File: config.mk
export PLATFORM = sky130hd
export DESIGN_NAME = rf_debug_access_flat
export DESIGN_NICKNAME = d
export VERILOG_FILES = /design/src/rtl/rf_debug_access_if.sv /design/src/rtl/rf_debug_access.sv /design/src/flat_wrapper.sv
export SDC_FILE = /design/constraint.sdc
export NUM_CORES = 1
export LEC_CHECK = 0
export CORE_UTILIZATION = 25
export CTS_CLUSTER_DIAMETER = 120
export CTS_CLUSTER_SIZE = 25
export DETAILED_ROUTE_END_ITERATION = 7
export PLACE_DENSITY = 0.61
export SYNTH_ARGS = -nofsm -noshare
export SYNTH_HDL_FRONTEND = slang
export SYNTH_SLANG_ARGS = --single-unit
File: constraint.sdc
create_clock -name clk -period 2 [get_ports clk]
set_clock_uncertainty 0.1 [all_clocks]
set_input_delay 0.2 -clock clk [delete_from_list [all_inputs] [get_ports clk]]
set_output_delay 0.2 -clock clk [all_outputs]
set_load 0.1 [all_outputs]
File: src/rtl/rf_debug_access_if.sv
// Host-side command/response channel of the register-file debug initiator.
// The host drives requests and accepts responses; the block is the slave.
interface rf_debug_access_if #(
    parameter int DATA_WIDTH = 32
);
    logic                  req_valid;
    logic                  req_ready;
    logic [1:0]            req_cmd;
    logic [4:0]            req_addr;
    logic [DATA_WIDTH-1:0] req_wdata;
    logic                  rsp_valid;
    logic                  rsp_ready;
    logic [DATA_WIDTH-1:0] rsp_data;
    logic [4:0]            rsp_addr;
    logic                  rsp_last;
    logic                  rsp_err;

    modport slave (
        input  req_valid, req_cmd, req_addr, req_wdata, rsp_ready,
        output req_ready, rsp_valid, rsp_data, rsp_addr, rsp_last, rsp_err
    );

    modport master (
        output req_valid, req_cmd, req_addr, req_wdata, rsp_ready,
        input  req_ready, rsp_valid, rsp_data, rsp_addr, rsp_last, rsp_err
    );
endinterface

File: src/rtl/rf_debug_access.sv
// Debug initiator for the CPU register file: halts the core, performs
// read / write / dump-all through the debug port mux, returns beats to the host.
module rf_debug_access #(
    parameter int DATA_WIDTH   = 32,
    parameter int HALT_TIMEOUT = 16
) (
    input  logic                  clk,
    input  logic                  rst_n,
    rf_debug_access_if.slave      host,
    output logic                  halt_req,
    input  logic                  halt_ack,
    output logic [4:0]            rf_rd_addr,
    input  logic [DATA_WIDTH-1:0] rf_rd_data,
    output logic                  rf_wr_en,
    output logic [4:0]            rf_wr_addr,
    output logic [DATA_WIDTH-1:0] rf_wr_data
);
    localparam int TW = (HALT_TIMEOUT > 2) ? $clog2(HALT_TIMEOUT) : 1;
    localparam logic [TW-1:0] TIMER_LAST = TW'(HALT_TIMEOUT - 1);

    localparam logic [1:0] CMD_READ  = 2'b00;
    localparam logic [1:0] CMD_WRITE = 2'b01;
    localparam logic [1:0] CMD_DUMP  = 2'b10;
    localparam logic [1:0] CMD_RSVD  = 2'b11;

    typedef enum logic [2:0] {
        S_IDLE,
        S_HALT,
        S_EXEC,
        S_RESP,
        S_RELEASE
    } state_t;

    state_t state, state_next;

    logic [1:0]            cmd;
    logic [4:0]            addr;
    logic [DATA_WIDTH-1:0] wdata;
    logic [4:0]            idx;
    logic [TW-1:0]         timer;
    logic [DATA_WIDTH-1:0] rsp_data_q;
    logic [4:0]            rsp_addr_q;
    logic                  rsp_last_q;
    logic                  rsp_err_q;
    logic                  accept;
    logic                  timeout;

    assign host.rsp_data = rsp_data_q;
    assign host.rsp_addr = rsp_addr_q;
    assign host.rsp_last = rsp_last_q;
    assign host.rsp_err  = rsp_err_q;

    always_ff @(posedge clk or negedge rst_n) begin
        if (!rst_n) state <= S_IDLE;
        else        state <= state_next;
    end

    always_comb begin
        state_next     = state;
        host.req_ready = 1'b0;
        host.rsp_valid = 1'b0;
        halt_req       = 1'b0;
        rf_rd_addr     = '0;
        rf_wr_en       = 1'b0;
        rf_wr_addr     = '0;
        rf_wr_data     = '0;
        accept         = 1'b0;
        timeout        = 1'b0;
        case (state)
            S_IDLE: begin
                // Gated by rst_n so every output reads 0 while reset is held.
                host.req_ready = rst_n;
                accept         = host.req_valid && rst_n;
                if (accept) state_next = (host.req_cmd == CMD_RSVD) ? S_RESP : S_HALT;
            end
            S_HALT: begin
                halt_req = 1'b1;
                if (halt_ack) begin
                    state_next = S_EXEC;
                end else if (timer == TIMER_LAST) begin
                    timeout    = 1'b1;
                    state_next = S_RESP;
                end
            end
            S_EXEC: begin
                halt_req = 1'b1;
                if (cmd == CMD_DUMP)      rf_rd_addr = idx;
                else if (cmd == CMD_READ) rf_rd_addr = addr;
                if (cmd == CMD_WRITE) begin
                    rf_wr_en   = (addr != 5'd0);
                    rf_wr_addr = addr;
                    rf_wr_data = wdata;
                end
                state_next = S_RESP;
            end
            S_RESP: begin
                halt_req       = (cmd != CMD_RSVD);
                host.rsp_valid = 1'b1;
                if (host.rsp_ready) begin
                    if (cmd == CMD_DUMP && !rsp_err_q && idx != 5'd31) state_next = S_EXEC;
                    else if (cmd == CMD_RSVD)                          state_next = S_IDLE;
                    else                                               state_next = S_RELEASE;
                end
            end
            S_RELEASE: begin
                if (!halt_ack) state_next = S_IDLE;
            end
            default: state_next = S_IDLE;
        endcase
    end

    always_ff @(posedge clk or negedge rst_n) begin
        if (!rst_n) begin
            cmd        <= '0;
            addr       <= '0;
            wdata      <= '0;
            idx        <= '0;
            timer      <= '0;
            rsp_data_q <= '0;
            rsp_addr_q <= '0;
            rsp_last_q <= 1'b0;
            rsp_err_q  <= 1'b0;
        end else begin
            case (state)
                S_IDLE: begin
                    if (accept) begin
                        cmd   <= host.req_cmd;
                        addr  <= host.req_addr;
                        wdata <= host.req_wdata;
                        idx   <= '0;
                        timer <= '0;
                        if (host.req_cmd == CMD_RSVD) begin
                            rsp_data_q <= '0;
                            rsp_addr_q <= host.req_addr;
                            rsp_last_q <= 1'b1;
                            rsp_err_q  <= 1'b1;
                        end
                    end
                end
                S_HALT: begin
                    if (timeout) begin
                        rsp_data_q <= '0;
                        rsp_addr_q <= addr;
                        rsp_last_q <= 1'b1;
                        rsp_err_q  <= 1'b1;
                    end else if (!halt_ack) begin
                        timer <= timer + 1'b1;
                    end
                end
                S_EXEC: begin
                    rsp_data_q <= (cmd == CMD_WRITE) ? wdata : rf_rd_data;
                    rsp_addr_q <= (cmd == CMD_DUMP) ? idx : addr;
                    rsp_last_q <= !(cmd == CMD_DUMP && idx != 5'd31);
                    rsp_err_q  <= 1'b0;
                end
                S_RESP: begin
                    // Dump advances only on an accepted beat, so no index is skipped.
                    if (state_next == S_EXEC) idx <= idx + 5'd1;
                end
                default: ;
            endcase
        end
    end
endmodule

File: src/flat_wrapper.sv
// flat-port wrapper written by rule: the top's interface ports become plain ports
module rf_debug_access_flat 
#(
    parameter int DATA_WIDTH   = 32,
    parameter int HALT_TIMEOUT = 16
)
  (clk, rst_n, halt_req, halt_ack, rf_rd_addr, rf_rd_data, rf_wr_en, rf_wr_addr, rf_wr_data, host_req_valid, host_req_cmd, host_req_addr, host_req_wdata, host_rsp_ready, host_req_ready, host_rsp_valid, host_rsp_data, host_rsp_addr, host_rsp_last, host_rsp_err);
  rf_debug_access_if #(.DATA_WIDTH(DATA_WIDTH)) host_i ();
  input  logic clk;
  input  logic rst_n;
  output logic halt_req;
  input  logic halt_ack;
  output logic [4:0] rf_rd_addr;
  input  logic [DATA_WIDTH-1:0] rf_rd_data;
  output logic rf_wr_en;
  output logic [4:0] rf_wr_addr;
  output logic [DATA_WIDTH-1:0] rf_wr_data;
  input wire logic [$bits(host_i.req_valid)-1:0] host_req_valid;
  input wire logic [$bits(host_i.req_cmd)-1:0] host_req_cmd;
  input wire logic [$bits(host_i.req_addr)-1:0] host_req_addr;
  input wire logic [$bits(host_i.req_wdata)-1:0] host_req_wdata;
  input wire logic [$bits(host_i.rsp_ready)-1:0] host_rsp_ready;
  output wire logic [$bits(host_i.req_ready)-1:0] host_req_ready;
  output wire logic [$bits(host_i.rsp_valid)-1:0] host_rsp_valid;
  output wire logic [$bits(host_i.rsp_data)-1:0] host_rsp_data;
  output wire logic [$bits(host_i.rsp_addr)-1:0] host_rsp_addr;
  output wire logic [$bits(host_i.rsp_last)-1:0] host_rsp_last;
  output wire logic [$bits(host_i.rsp_err)-1:0] host_rsp_err;
  assign host_i.req_valid = host_req_valid;
  assign host_i.req_cmd = host_req_cmd;
  assign host_i.req_addr = host_req_addr;
  assign host_i.req_wdata = host_req_wdata;
  assign host_i.rsp_ready = host_rsp_ready;
  assign host_req_ready = host_i.req_ready;
  assign host_rsp_valid = host_i.rsp_valid;
  assign host_rsp_data = host_i.rsp_data;
  assign host_rsp_addr = host_i.rsp_addr;
  assign host_rsp_last = host_i.rsp_last;
  assign host_rsp_err = host_i.rsp_err;
  rf_debug_access #(.DATA_WIDTH(DATA_WIDTH), .HALT_TIMEOUT(HALT_TIMEOUT)) u_core (.clk(clk), .rst_n(rst_n), .host(host_i), .halt_req(halt_req), .halt_ack(halt_ack), .rf_rd_addr(rf_rd_addr), .rf_rd_data(rf_rd_data), .rf_wr_en(rf_wr_en), .rf_wr_addr(rf_wr_addr), .rf_wr_data(rf_wr_data));
endmodule
==> out/metrics.csv <==
stage,metric,value,unit
synthesis,syn avg cell area,10.07,sq um
setup_path,kind of critical path,register to primary output,
timing,max-slew violation count,0,
timing,Max Clock Freq,478.3,MHz
setup_path,worst-path maximum fanout,23,
clocking,TritonCTS clock tree,yes,
global_route,pin count of the biggest net entering global routing,47,
routing,Pre-Repair DR Iteration Count,5,
routing,Post-DRT Antenna Nets,0,
clocking,CTS sink count,90,
placed_design,Post-DP HPWL,9323,um
clocking,# H-tree levels,3,
setup_path,Crit path arrival time,1.79,ns
synthesis,syn_nets,487,
routing,Routed wire per std cell,15.56,um
layout,Syn-to-layout area delta,70.49,%
synthesis,Mapped Area,0.004109,sq mm
routing,initial drt markers,231,
synthesis,"top cells by area, synth","dfrtp_1, nand2_1, a221o_1, and2_1, mux2i_1",
global_route,first-pass GRT wire length,19940,um
clocking,clk buf depth,2,
global_route,Total GRT Usage,0.1543,
layout,n_diodes,0,
floorplan,core area,0.01594,sq mm
setup_path,worst r2r src,u_core.idx[0],
setup_path,Critical Path Stages,5,
timing,Slew headroom,0.3446,
timing,Period minus WS final,2.091,ns
pwr,Static Leak,3.214,nW
layout,Post-layout nets,667,
setup_path,Top Family by Delay on Critical Path,simple AND/OR/NAND/NOR gates,
floorplan,starting density of the core,0.2577,
synthesis,YS warnings,0,
timing,Final WS setup,-0.09063,ns
setup_path,crit-path most repeated cell,buf_12,
run,max-cap viol count,0,
setup_path,Worst Path Buf+Inv,2,
timing,TNS Setup,-1.709,ns
synthesis,Synth area leader,dfrtp_1,
clocking,worst-skew pair later-pin latency,0.34,ns
setup_path,Required @ worst endpoint,1.70,ns
global_route,vias in the first global route,3866,
synthesis,Netlist cell types,43,
setup_path,crit path to,rf_wr_data[28],
setup_path,start point of the critical path,u_core.state[0],
clocking,"Reg clk slew, reported paths",0.06,ns
floorplan,Placement Rows,46,
placed_design,port buffer count,160,
synthesis,ys async rst share,1.000,
layout,Layout Cells excl Fill,809,
timing,actual slew at the worst max-slew pin,0.9809,ns
layout,layout cells sized above 1,0.3356,
placed_design,Inst Count DP,788,
layout,fin util,0.4394,
synthesis,Yosys reg bits,90,
routing,detailed-route via count,3703,
synthesis,sequential area share after synthesis,0.5481,
run_status,failing checks,negative setup slack,
synthesis,Cells after Synth,408,
routing,routed wire length,12590,um
timing,unrepaired setup endpoints after global routing,yes,
setup_path,critical path launch point type,register,
pwr,P per Cell Area,1755,mW/mm^2
floorplan,chip width,130.2,um
setup_path,worst r2r path cells,7,
setup_path,Worst R2R Setup Slack,0.05,ns
timing,Final Hold Fails,0,
floorplan,die area,0.01695,sq mm
setup_path,Critical Path Sink Type,primary output,
routing,vias per std cell,4.577,
setup_path,CP Cell Sequence,nor3b_2 -> and3_4 -> buf_12 -> and2_2 -> buf_12,
min_path,Hold Crit Class,input port to register,
routing,# DRC,0,
setup_path,Slowest cell on crit path,dfrtp_2,
synthesis,Synth Flop Type,dfrtp_1,
setup_path,R2R Path End,u_core.idx[2],
synthesis,"EDFF count, synth",0,
placed_design,GP Congestion,0.8324,
setup_path,Worst path max stage delay,0.44,ns
clocking,root buf cell,clkbuf_16,
global_route,initial antenna violation count,0,
run_status,run status,"complete, but fails checks",
timing,Final setup viols,36,
floorplan,Die Y,130.2,um
timing,"Period Utilization, post-route",1.045,
pwr,maximum vdd drop,0.001107,V
synthesis,Yosys top cell area share,0.5481,
clocking,CTS Buf Count,9,
global_route,GRT Residual Overflow,0,
floorplan,num ports,161,
[cell type report]
cell class                 instances  area [sq um]
clock inverter                     3         15.01
timing repair buffer             195          2268
sequential                        90          2256
fill                            1482          8937
tap                              216         270.3
inverter                           9         33.78
clock buffer                      13         250.2
multi-input combinational        283          1912
[worst min-delay path by stage]
stage	startpoint	end	slack, ns	depth (start not counted)
after floorplan	rst_n	u_core.addr[0]	-0.20	0
after global placement	rst_n	u_core.wdata[26]	0.27	2
after detailed placement	rst_n	u_core.wdata[26]	0.27	2
after CTS	host_req_wdata[10]	u_core.wdata[10]	0.27	3
after global routing	host_req_wdata[31]	u_core.wdata[31]	0.29	3
final	host_req_wdata[9]	u_core.wdata[9]	0.29	3
[cells in the final DEF (no fill, tap or decap), types with 9 or more instances in the layout]
cell type and n:
nand2_1 113, clkbuf_16 9, buf_4 70, buf_12 49, clkdlybuf4s50_1 74, a221o_1 32
o21ai_0 13, dfrtp_1 87, and2_4 32
[report_power, final]
part           switching, mW  internal [mW]  leakage (nW)
Clock                  0.671          0.871         0.133
Sequential             0.539           2.65          1.13
Combinational           5.19           2.38          1.95
[worst register-to-register path, stage by stage (launching register included)]
cell and delay, ns:
dfrtp_1 0.39, ha_2 0.20, and3_4 0.15, ha_4 0.16, nor4b_4 0.24, nand3_2 0.12
a22o_1 0.22, mux2_4 0.26
[registers in the layout (all words and copies together) (netlist names), 2 cells and up]
signal,cells
u_core.cmd,2
u_core.addr,5
u_core.timer,4
u_core.idx,5
u_core.wdata,32
u_core.host.rsp_addr,5
u_core.state,3
u_core.host.rsp_data,32
[logic make-up after synthesis]
| family | share of synthesized area |
|---|---|
| AO/OA/AOI/OAI | 0.1267 |
| XOR/XNOR | 0.006396 |
| adder cells (fa/ha/maj) | 0.009136 |
| buffers and inverters | 0.04050 |
| flip-flops | 0.5481 |
| multiplexers | 0.03867 |
| AND/OR/NAND/NOR | 0.2305 |
[metrics by stage]
step	hold slack, ns	area, sq um	power [mW]	setup slack, ns
floorplan	-0.1956	4275	8.472	-0.08855
global placement	0.2661	6654	10.55	-0.009703
detailed placement	0.2698	6654	10.70	-0.05306
CTS	0.2696	6969	12.36	-0.1276
global route	0.2915	7005	12.92	-0.1745
finish	0.2854	7005	12.30	-0.09063
[timing repair]
item / in CTS / in global routing
gates resized for setup: 19 / 6
endpoints found under the hold margin: 44 / 0
setup endpoints to repair: 75 / 81
setup buffers: 1 / 3
pin swaps: 2 / 21
hold buffers: 1 / 0
[metal layers]
metal,vias up,GRT usage,part of all wire
li1,1762,-,-
met1,1796,0.1900,0.43
met2,134,0.2606,0.49
met3,11,0.04838,0.066
met4,0,0.03967,0.012
met5,-,0,0
[synth_stat cells, types with 2 or more instances]
cell type,count
a21oi_1,4
a221o_1,32
a22o_1,2
and2_1,37
and3_1,3
buf_1,3
buf_2,13
buf_6,2
clkbuf_1,7
dfrtp_1,90
ha_1,3
inv_1,9
mux2_1,5
mux2_2,2
mux2i_1,8
nand2_1,114
nand2b_1,2
nand3_1,9
nor2_1,14
nor2b_1,3
nor3_1,5
nor4_1,2
nor4b_2,2
o21ai_0,13
o311ai_0,4
xnor2_1,3
No activity file was read; power rests on OpenSTA's default activity.
